File: config.mk
export PLATFORM = sky130hd
export DESIGN_NAME = cache_rw_fill
export DESIGN_NICKNAME = d
export VERILOG_FILES = /design/src/rtl/cache_rw_fill.sv
export SDC_FILE = /design/constraint.sdc
export NUM_CORES = 1
export LEC_CHECK = 0
export BUFFER_PORTS_ARGS = -buffer_cell sky130_fd_sc_hd__buf_4
export CORE_ASPECT_RATIO = 0.75
export CORE_MARGIN = 1
export CORE_UTILIZATION = 35
export CTS_CLUSTER_SIZE = 30
export DETAILED_ROUTE_END_ITERATION = 8
export PLACE_DENSITY_LB_ADDON = 0.15
export SLEW_MARGIN = 25
export SYNTH_ARGS = -nofsm -noshare
export SYNTH_HDL_FRONTEND = slang
export SYNTH_SLANG_ARGS = --single-unit
File: constraint.sdc
create_clock -name clk -period 2.2 [get_ports clk]
set_input_delay 0.11 -clock clk [delete_from_list [all_inputs] [get_ports clk]]
set_output_delay 0.11 -clock clk [all_outputs]
set_load 0.03 [all_outputs]
File: src/rtl/cache_rw_fill.sv
// Line-refill sequencer: clears a line's DRE flags, bursts the line in from memory, sets flags per word pair.
// Optional CACHE_FILL_CRITICAL_WORD_FIRST_EN starts the burst at the missed word and wraps.
module cache_rw_fill #(
    parameter int ADDR_WIDTH = 8,
    parameter int LINE_WORDS = 8
) (
    input  logic                                    clk,
    input  logic                                    rst,
    input  logic                                    req_valid,
    output logic                                    req_ready,
    input  logic [ADDR_WIDTH-$clog2(LINE_WORDS)-1:0] req_lineAddr,
    input  logic [1:0]                              req_channel,
    input  logic [$clog2(LINE_WORDS)-1:0]           req_wordOffset,
    output logic                                    mem_readRequest,
    input  logic                                    mem_readAccept,
    output logic [ADDR_WIDTH-1:0]                   mem_address,
    input  logic                                    mem_readDataValid,
    input  logic [31:0]                             mem_readData,
    output logic [ADDR_WIDTH-1:0]                   dat_writeAddress,
    output logic [1:0]                              dat_writeChannel,
    output logic [31:0]                             dat_writeData,
    output logic                                    dat_writeEnable,
    output logic [ADDR_WIDTH-1:0]                   dre_writeAddress,
    output logic [1:0]                              dre_writeChannel,
    output logic [7:0]                              dre_writeRe,
    output logic                                    dre_writeEnable,
    output logic                                    busy,
    output logic                                    done
);
    localparam int WB = $clog2(LINE_WORDS);
    localparam int LW = ADDR_WIDTH - WB;

    localparam logic [2:0] IDLE  = 3'd0;
    localparam logic [2:0] CLEAR = 3'd1;
    localparam logic [2:0] REQ   = 3'd2;
    localparam logic [2:0] FILL  = 3'd3;
    localparam logic [2:0] DONE  = 3'd4;

    logic [2:0]    state;
    logic [LW-1:0] lineAddr;
    logic [1:0]    channel;
    logic [WB-1:0] startWord;
    logic [WB-1:0] pairCnt;
    logic [WB-1:0] beatCnt;
    logic [WB-1:0] wordIdx;
    logic [WB-1:0] pairWord;
    logic          fillBeat;
    logic          pairDone;

`ifdef CACHE_FILL_CRITICAL_WORD_FIRST_EN
    logic [LINE_WORDS-1:0] rcvMask;

    // The arriving word completes its pair only if its partner is already in.
    assign pairDone = rcvMask[wordIdx ^ WB'(1)];
`else
    logic unusedOffset;

    assign unusedOffset = ^req_wordOffset;
    assign startWord    = '0;
    assign pairDone     = beatCnt[0];
`endif

    assign fillBeat = (state == FILL) && mem_readDataValid;
    assign pairWord = WB'(pairCnt << 1);

    always_ff @(posedge clk) begin
        if (rst) begin
            state    <= IDLE;
            lineAddr <= '0;
            channel  <= '0;
            pairCnt  <= '0;
            beatCnt  <= '0;
            wordIdx  <= '0;
`ifdef CACHE_FILL_CRITICAL_WORD_FIRST_EN
            startWord <= '0;
            rcvMask   <= '0;
`endif
        end else begin
            case (state)
                IDLE: if (req_valid) begin
                    lineAddr <= req_lineAddr;
                    channel  <= req_channel;
                    pairCnt  <= '0;
                    beatCnt  <= '0;
`ifdef CACHE_FILL_CRITICAL_WORD_FIRST_EN
                    startWord <= req_wordOffset;
                    wordIdx   <= req_wordOffset;
                    rcvMask   <= '0;
`else
                    wordIdx <= '0;
`endif
                    state <= CLEAR;
                end
                CLEAR: begin
                    pairCnt <= pairCnt + 1'b1;
                    if (pairCnt == WB'(LINE_WORDS / 2 - 1)) state <= REQ;
                end
                REQ: if (mem_readAccept) state <= FILL;
                FILL: if (fillBeat) begin
                    wordIdx <= wordIdx + 1'b1;
                    beatCnt <= beatCnt + 1'b1;
`ifdef CACHE_FILL_CRITICAL_WORD_FIRST_EN
                    rcvMask[wordIdx] <= 1'b1;
`endif
                    if (beatCnt == WB'(LINE_WORDS - 1)) state <= DONE;
                end
                DONE:    state <= IDLE;
                default: state <= IDLE;
            endcase
        end
    end

    assign req_ready       = (state == IDLE);
    assign busy            = (state != IDLE);
    assign done            = (state == DONE);
    assign mem_readRequest = (state == REQ);
    assign mem_address     = {lineAddr, startWord};

    assign dat_writeEnable  = fillBeat;
    assign dat_writeAddress = {lineAddr, wordIdx};
    assign dat_writeChannel = channel;
    assign dat_writeData    = mem_readData;

    always_comb begin
        dre_writeEnable  = 1'b0;
        dre_writeRe      = 8'h00;
        dre_writeAddress = {lineAddr, pairWord};
        dre_writeChannel = channel;
        if (state == CLEAR) begin
            dre_writeEnable = 1'b1;
        end else if (fillBeat && pairDone) begin
            dre_writeEnable  = 1'b1;
            dre_writeRe      = 8'hFF;
            dre_writeAddress = {lineAddr, wordIdx & ~WB'(1)};
        end
    end
endmodule

==> results of run 1 <==
-- per-stage QoR --
stage / utilization / worst slack [ns]
floorplan: - / 0.4324
detailed placement: 0.3664 / 0.4298
finish: 0.3790 / 0.1432
global placement: 0.3664 / 0.4592
global route: 0.3790 / 0.005962
CTS: 0.3790 / 0.1362
-- area by class of cell --
| type | count | area (um^2) |
|---|---|---|
| multi-input combinational | 81 | 494.2 |
| inverter | 5 | 18.77 |
| fill | 398 | 2273 |
| clock inverter | 1 | 5.005 |
| timing repair buffer | 51 | 382.9 |
| sequential | 19 | 380.4 |
| tap | 52 | 65.06 |
| clock buffer | 3 | 41.29 |
-- flip-flops by register name, summed over array words and instances (netlist names) --
register	count
dat_writeChannel	2
state	3
wordIdx	3
lineAddr	5
pairCnt	3
beatCnt	3
-- logic make-up (layout without fill, tap and decap cells) --
kind of cell / after synthesis / after routing / share of synthesized area
buf+inv: 66 / 60 / 0.3545
simple gates: 49 / 49 / 0.2086
compound gates: 21 / 21 / 0.08606
flops: 19 / 19 / 0.2844
fa+ha+maj: 5 / 5 / 0.04677
mux: 2 / 2 / 0.01684
other cells: 1 / 4 / 0.002804
-- where the power goes --
group | switching (W) | internal [W] | total, W
logic | 0.000103 | 0.0000638 | 0.000167
registers | 0.0000133 | 0.000355 | 0.000368
clock network | 0.000121 | 0.000126 | 0.000247
total | 0.000237 | 0.000545 | 0.000782
-- cells in the mapped netlist, types with 2 or more instances --
library cell,number
a21oi_1,17
buf_4,56
buf_6,2
dfxtp_1,19
ha_1,5
inv_1,5
mux2_2,2
nand2_1,22
nand2b_1,5
nand3_1,7
nor2_1,2
nor3_1,3
nor3b_1,2
or3_1,2
-- worst reg2reg max path: stages, from the launching register on --
cell	delay (ns)
dfxtp_1	0.59
or3b_4	0.46
or3_1	0.31
o41ai_1	0.06
-- metal layers --
metal	wire, um	up-vias
li1	-	471
met1	1048	441
met2	1322	49
met3	280	25
met4	125	0
met5	0	-
-- layout by cell type (no fill, tap or decap), types with 2 or more instances in the layout --
| master | netlist | final |
|---|---|---|
| nand2_1 | 22 | 22 |
| mux2_2 | 2 | 2 |
| buf_4 | 56 | 51 |
| dfxtp_1 | 19 | 19 |
| nand3_1 | 7 | 7 |
| or3_1 | 2 | 2 |
| a21oi_1 | 17 | 17 |
| nor3_1 | 3 | 3 |
| nor3b_1 | 2 | 2 |
| clkbuf_8 | 0 | 3 |
| nand2b_1 | 5 | 5 |
| ha_1 | 5 | 5 |
| conb_1 | 1 | 4 |
| inv_1 | 5 | 5 |
| nor2_1 | 2 | 2 |
-- worst max path at each step --
stage / start / endpoint / depth (start not counted)
final: state[0] / dre_writeAddress[1] / 5
after global routing: state[0] / dre_writeAddress[1] / 5
after CTS: state[0] / dre_writeAddress[1] / 5
after detailed placement: state[0] / dre_writeAddress[1] / 5
after global placement: state[0] / dre_writeAddress[2] / 5
after floorplan: state[2] / dre_writeRe[1] / 6
==> reports/results.ini, run 1 <==
[clocking]
clk_latency_ns=0.26
cts_resized=0
clockBufferDepth=2
clock_sinks=19
clk_pin_slew_worst_paths_ns=0.07
cts_made_buffers=3
cts_setup_buffers=0
postCtsHoldBufs=0
cts_tree=built
cts_max_level=1
root_buffer=clkbuf_8

[sta]
maxSlewViolCount=0
setup-violations-final=0
rsz0062_at_grt=no
holdWs_ns=0.09063
post-route-period-util=0.9349
hold_viol_final=0
period_minus_slack_ns=2.057
fmax_mhz=486.2
setup_tns_ns=0
finClkSkew_ns=0.002871

[routing]
num_vias=986
antenna_left=0
drt_iter0_drc=34
first_pass_iters=4
drt-total-wl_um=2777
routedWlPerCell_um=13.10
routed_via_density=4.651
drc=0

[logic_synthesis]
synth_ff_type=dfxtp_1
syn_area_per_cell_um2=8.206
synth_area_mm2=0.001338
yosysTopAreaCell=buf_4
yosysWarnings=0
yosysSeqAreaShare=0.2844
ys_seq_elements=19
synthCells=163
synth_area_leaders=buf_4 (31%), dfxtp_1 (28%), a21oi_1 (6.4%)
synth_edf_count=0
synth_top_area_frac=0.3143
ys_types=28
ys_async_sr_fraction=0

[global_route]
grt_use_total=0.1388
grt_pass1_vias=888
gr-max-usage-layer=met2
grt_pass1_wl_um=4367
grt_start_max_net_pins=20
met1_usage=0.1440
globalRouteMet2Util=0.2381
antenna_found_initial=0
use_met3=0.04380
grt_overflow_total=0

[pwr]
power_leakage_nw=0.6625
powerDensity_mw_per_mm2=563.2
power_w=0.0007815
ir_worst_vdd_v=0.0002856

[place]
io_buffers=49
place_inst=208
placed_area_mm2=0.001341
dp_hpwl_um=2148
gp_congestion=0.7188

[critical_path]
end_kind=primary output
slowest_delay_ns=0.59
critPathTopFamily=flip-flops
crit_slowest_cell=dfxtp_1
required_ns=2.09
worst-r2r-setup-slack_ns=0.68
reg2reg_depth=3
critPathArrivalTime_ns=1.95
path_cells=nand4b_4 -> inv_1 -> nand2_1 -> mux2_2 -> buf_4
cp.buffers_inverters=2
regToRegEndpoint=pairCnt[2]
critPathLaunchType=flop
crit_type=flop to primary output
cp_max_fo=12
reg2reg_from=state[0]

[hold_path]
whs_path_depth=3
hold_path.class=input port to flop
min_to=lineAddr[3]
hp-start=req_lineAddr[3]

[floorplanning]
ios=121
die_h_um=55.54
start_util=0.3653
design.core.area_mm2=0.003661
die-area_mm2=0.004075
fp.dieW_um=73.38
row_count=19

[cells_and_area]
drive_above_1_share=0.3813
area_growth_pct=3.742
antenna_cells=0
finalInstanceArea_mm2=0.001388
instances_no_fill=212
fin_nets=213

[status]
status=finished, final reports clean

[run]
maxCapViolCount=0

No activity file was read; power rests on OpenSTA's default activity.
==> run 2: changes to the inputs <==
--- a/config.mk
+++ b/config.mk
@@ -8,2 +8,3 @@
 export BUFFER_PORTS_ARGS = -buffer_cell sky130_fd_sc_hd__buf_4
+export CAP_MARGIN = 10
 export CORE_ASPECT_RATIO = 0.75
==> constraint.sdc (replaced) <==
create_clock -name clk -period 2.2 [get_ports clk]
set_input_delay 0 -clock clk [delete_from_list [all_inputs] [get_ports clk]]
set_output_delay 0 -clock clk [all_outputs]
set_load 0.03 [all_outputs]
==> run 2 against run 1 <==
- routed wire length is 2.2% higher
- combinational power is 6% higher
- sequential share of layout area is 1.3 points lower
- design area is 5.0% higher
- non-clock buffer count is 7 higher
- largest power group unchanged
- highest routed layer unchanged
==> reports/results.ini, run 2 (synthesized netlist as in run 1, its figures left out) <==
[floorplanning]
die-area_mm2=0.004075  ; unchanged
start_util=0.3653  ; unchanged
die_h_um=55.54  ; unchanged
ios=121  ; unchanged
fp.dieW_um=73.38  ; unchanged
row_count=19  ; unchanged
design.core.area_mm2=0.003661  ; unchanged

[place]
placed_area_mm2=0.001341  ; unchanged
dp_hpwl_um=2148  ; unchanged
gp_congestion=0.7188  ; unchanged
io_buffers=49  ; unchanged

[routing]
routed_via_density=4.616  ; was 4.651
drt_iter0_drc=41  ; was 34
antenna_left=0  ; unchanged
drc=0  ; unchanged
drt-total-wl_um=2839  ; was 2777 um
first_pass_iters=4  ; unchanged
num_vias=1011  ; was 986
routedWlPerCell_um=12.96  ; was 13.10 um

[cells_and_area]
top_register=lineAddr  ; unchanged
area_growth_pct=8.980  ; was 3.742%
final_common_cell=buf_4  ; unchanged
largest_reg_flops=5  ; unchanged
antenna_cells=0  ; unchanged
drive_above_1_share=0.3653  ; was 0.3813
fin_nets=220  ; was 213
finalInstanceArea_mm2=0.001458  ; was 0.001388 mm^2
layout_common_cells=buf_4 (51), nand2_1 (22), dfxtp_1 (19)  ; unchanged
postLayoutCoreUtil=0.3982  ; was 0.3790

[global_route]
grt_pass1_wl_um=4457  ; was 4367 um
grt_use_total=0.1419  ; was 0.1388
grt_start_max_net_pins=20  ; unchanged
globalRouteMet2Util=0.2447  ; was 0.2381
met1_usage=0.1474  ; was 0.1440
antenna_found_initial=0  ; unchanged
grt_overflow_total=0  ; unchanged
use_met3=0.04380  ; unchanged
gr-max-usage-layer=met2  ; unchanged
grt_pass1_vias=907  ; was 888

[sta]
setup-violations-final=0  ; unchanged
hold_viol_final=0  ; unchanged
maxSlewViolCount=0  ; unchanged
setup_tns_ns=0  ; unchanged
post-route-period-util=0.8832  ; was 0.9349
finClkSkew_ns=0.002858  ; was 0.002871 ns
rsz0062_at_grt=no  ; unchanged
period_minus_slack_ns=1.943  ; was 2.057 ns
fmax_mhz=514.7  ; was 486.2 MHz

[hold_path]
hold_path.class=input port to primary output  ; was input port to flop

[clocking]
cts_max_level=1  ; unchanged
root_buffer=clkbuf_8  ; unchanged
clk_pin_slew_worst_paths_ns=0.07  ; about the same
cts_made_buffers=3  ; unchanged
cts_resized=0  ; unchanged
clockBufferDepth=2  ; unchanged
cts_tree=built  ; unchanged
clk_latency_ns=0.26  ; about the same
clock_sinks=19  ; unchanged

[pwr]
p_sw_w=0.0002392  ; was 0.0002367 W
p_int_w=0.0005529  ; was 0.0005448 W
power_leakage_nw=0.6918  ; was 0.6625 nW
clkPwrFrac=0.312  ; was 0.316
swShare=0.3020  ; was 0.3029
seq_power_share=0.465  ; was 0.471
combPwrFrac=0.223  ; was 0.213
ir_worst_vdd_v=0.0003000  ; was 0.0002856 V
powerDensity_mw_per_mm2=543.4  ; was 563.2 mW/mm^2

[critical_path]
critPathLaunchType=flop  ; unchanged
crit_type=flop to primary output  ; unchanged
critPathArrivalTime_ns=1.94  ; was 1.95 ns
required_ns=2.20  ; was 2.09 ns
cp_max_fo=12  ; unchanged
end_kind=primary output  ; unchanged

[status]
status=finished, final reports clean  ; unchanged

[run]
maxCapViolCount=0  ; unchanged

-- run 2: path summary, 6_finish.rpt --
check	from	to	slack, ns	cells past startpoint
min reg2reg	pairCnt[2]	pairCnt[2]	0.47	2
max	state[0]	dre_writeAddress[1]	0.26	5
max reg2reg	state[0]	pairCnt[2]	0.68	3
min	mem_readData[2]	dat_writeData[2]	0.00001	0
-- run 2: worst max-delay path, stage by stage (launching register included) --
cell      delay, ns
dfxtp_1        0.59
nand4b_4       0.21
inv_1          0.22
nand2_1        0.17
mux2_2         0.31
buf_4          0.17
-- run 2: cell type report --
type                            instances  area (um^2)
Tap cell                               52        65.06
Timing Repair Buffer                   58        452.9
Clock inverter                          1        5.005
Clock buffer                            3        41.29
Fill cell                             391         2203
Multi-Input combinational cell         81        494.2
Sequential cell                        19        380.4
Inverter                                5        18.77
-- run 2: stage by stage --
stage	total power, W	hold slack, ns	cells	worst slack [ns]
floorplan	0.0006107	0.1317	166	0.5424
global placement	0.0005432	0.0003539	208	0.5692
detailed placement	0.0005446	0.0003539	208	0.5398
CTS	0.0008050	0.0003539	219	0.2462
global route	0.0008298	0.00004808	219	0.1160
finish	0.0007921	0.00001162	219	0.2571
-- run 2: layer usage --
metal	part of all wire	vias up
met1	0.38	450
met5	0	-
met2	0.48	51
li1	-	485
met3	0.10	25
met4	0.044	0
-- run 2: repair_timing --
item,CTS,global route
buffers inserted,0,0
hold buffers,7,0
setup endpoints to repair,0,0
hold endpoints to repair,7,0
-- run 2: power by group through the flow --
| stage | clock [W] | combinational [W] | sequential [W] |
|---|---|---|---|
| final | 0.000247 | 0.000177 | 0.000368 |
| after detailed placement | 0 | 0.000168 | 0.000377 |
| after CTS | 0.000258 | 0.000178 | 0.000368 |
| after global placement | 0 | 0.000168 | 0.000375 |
| after floorplan | 0 | 0.000224 | 0.000387 |
| after global routing | 0.000271 | 0.000188 | 0.000371 |
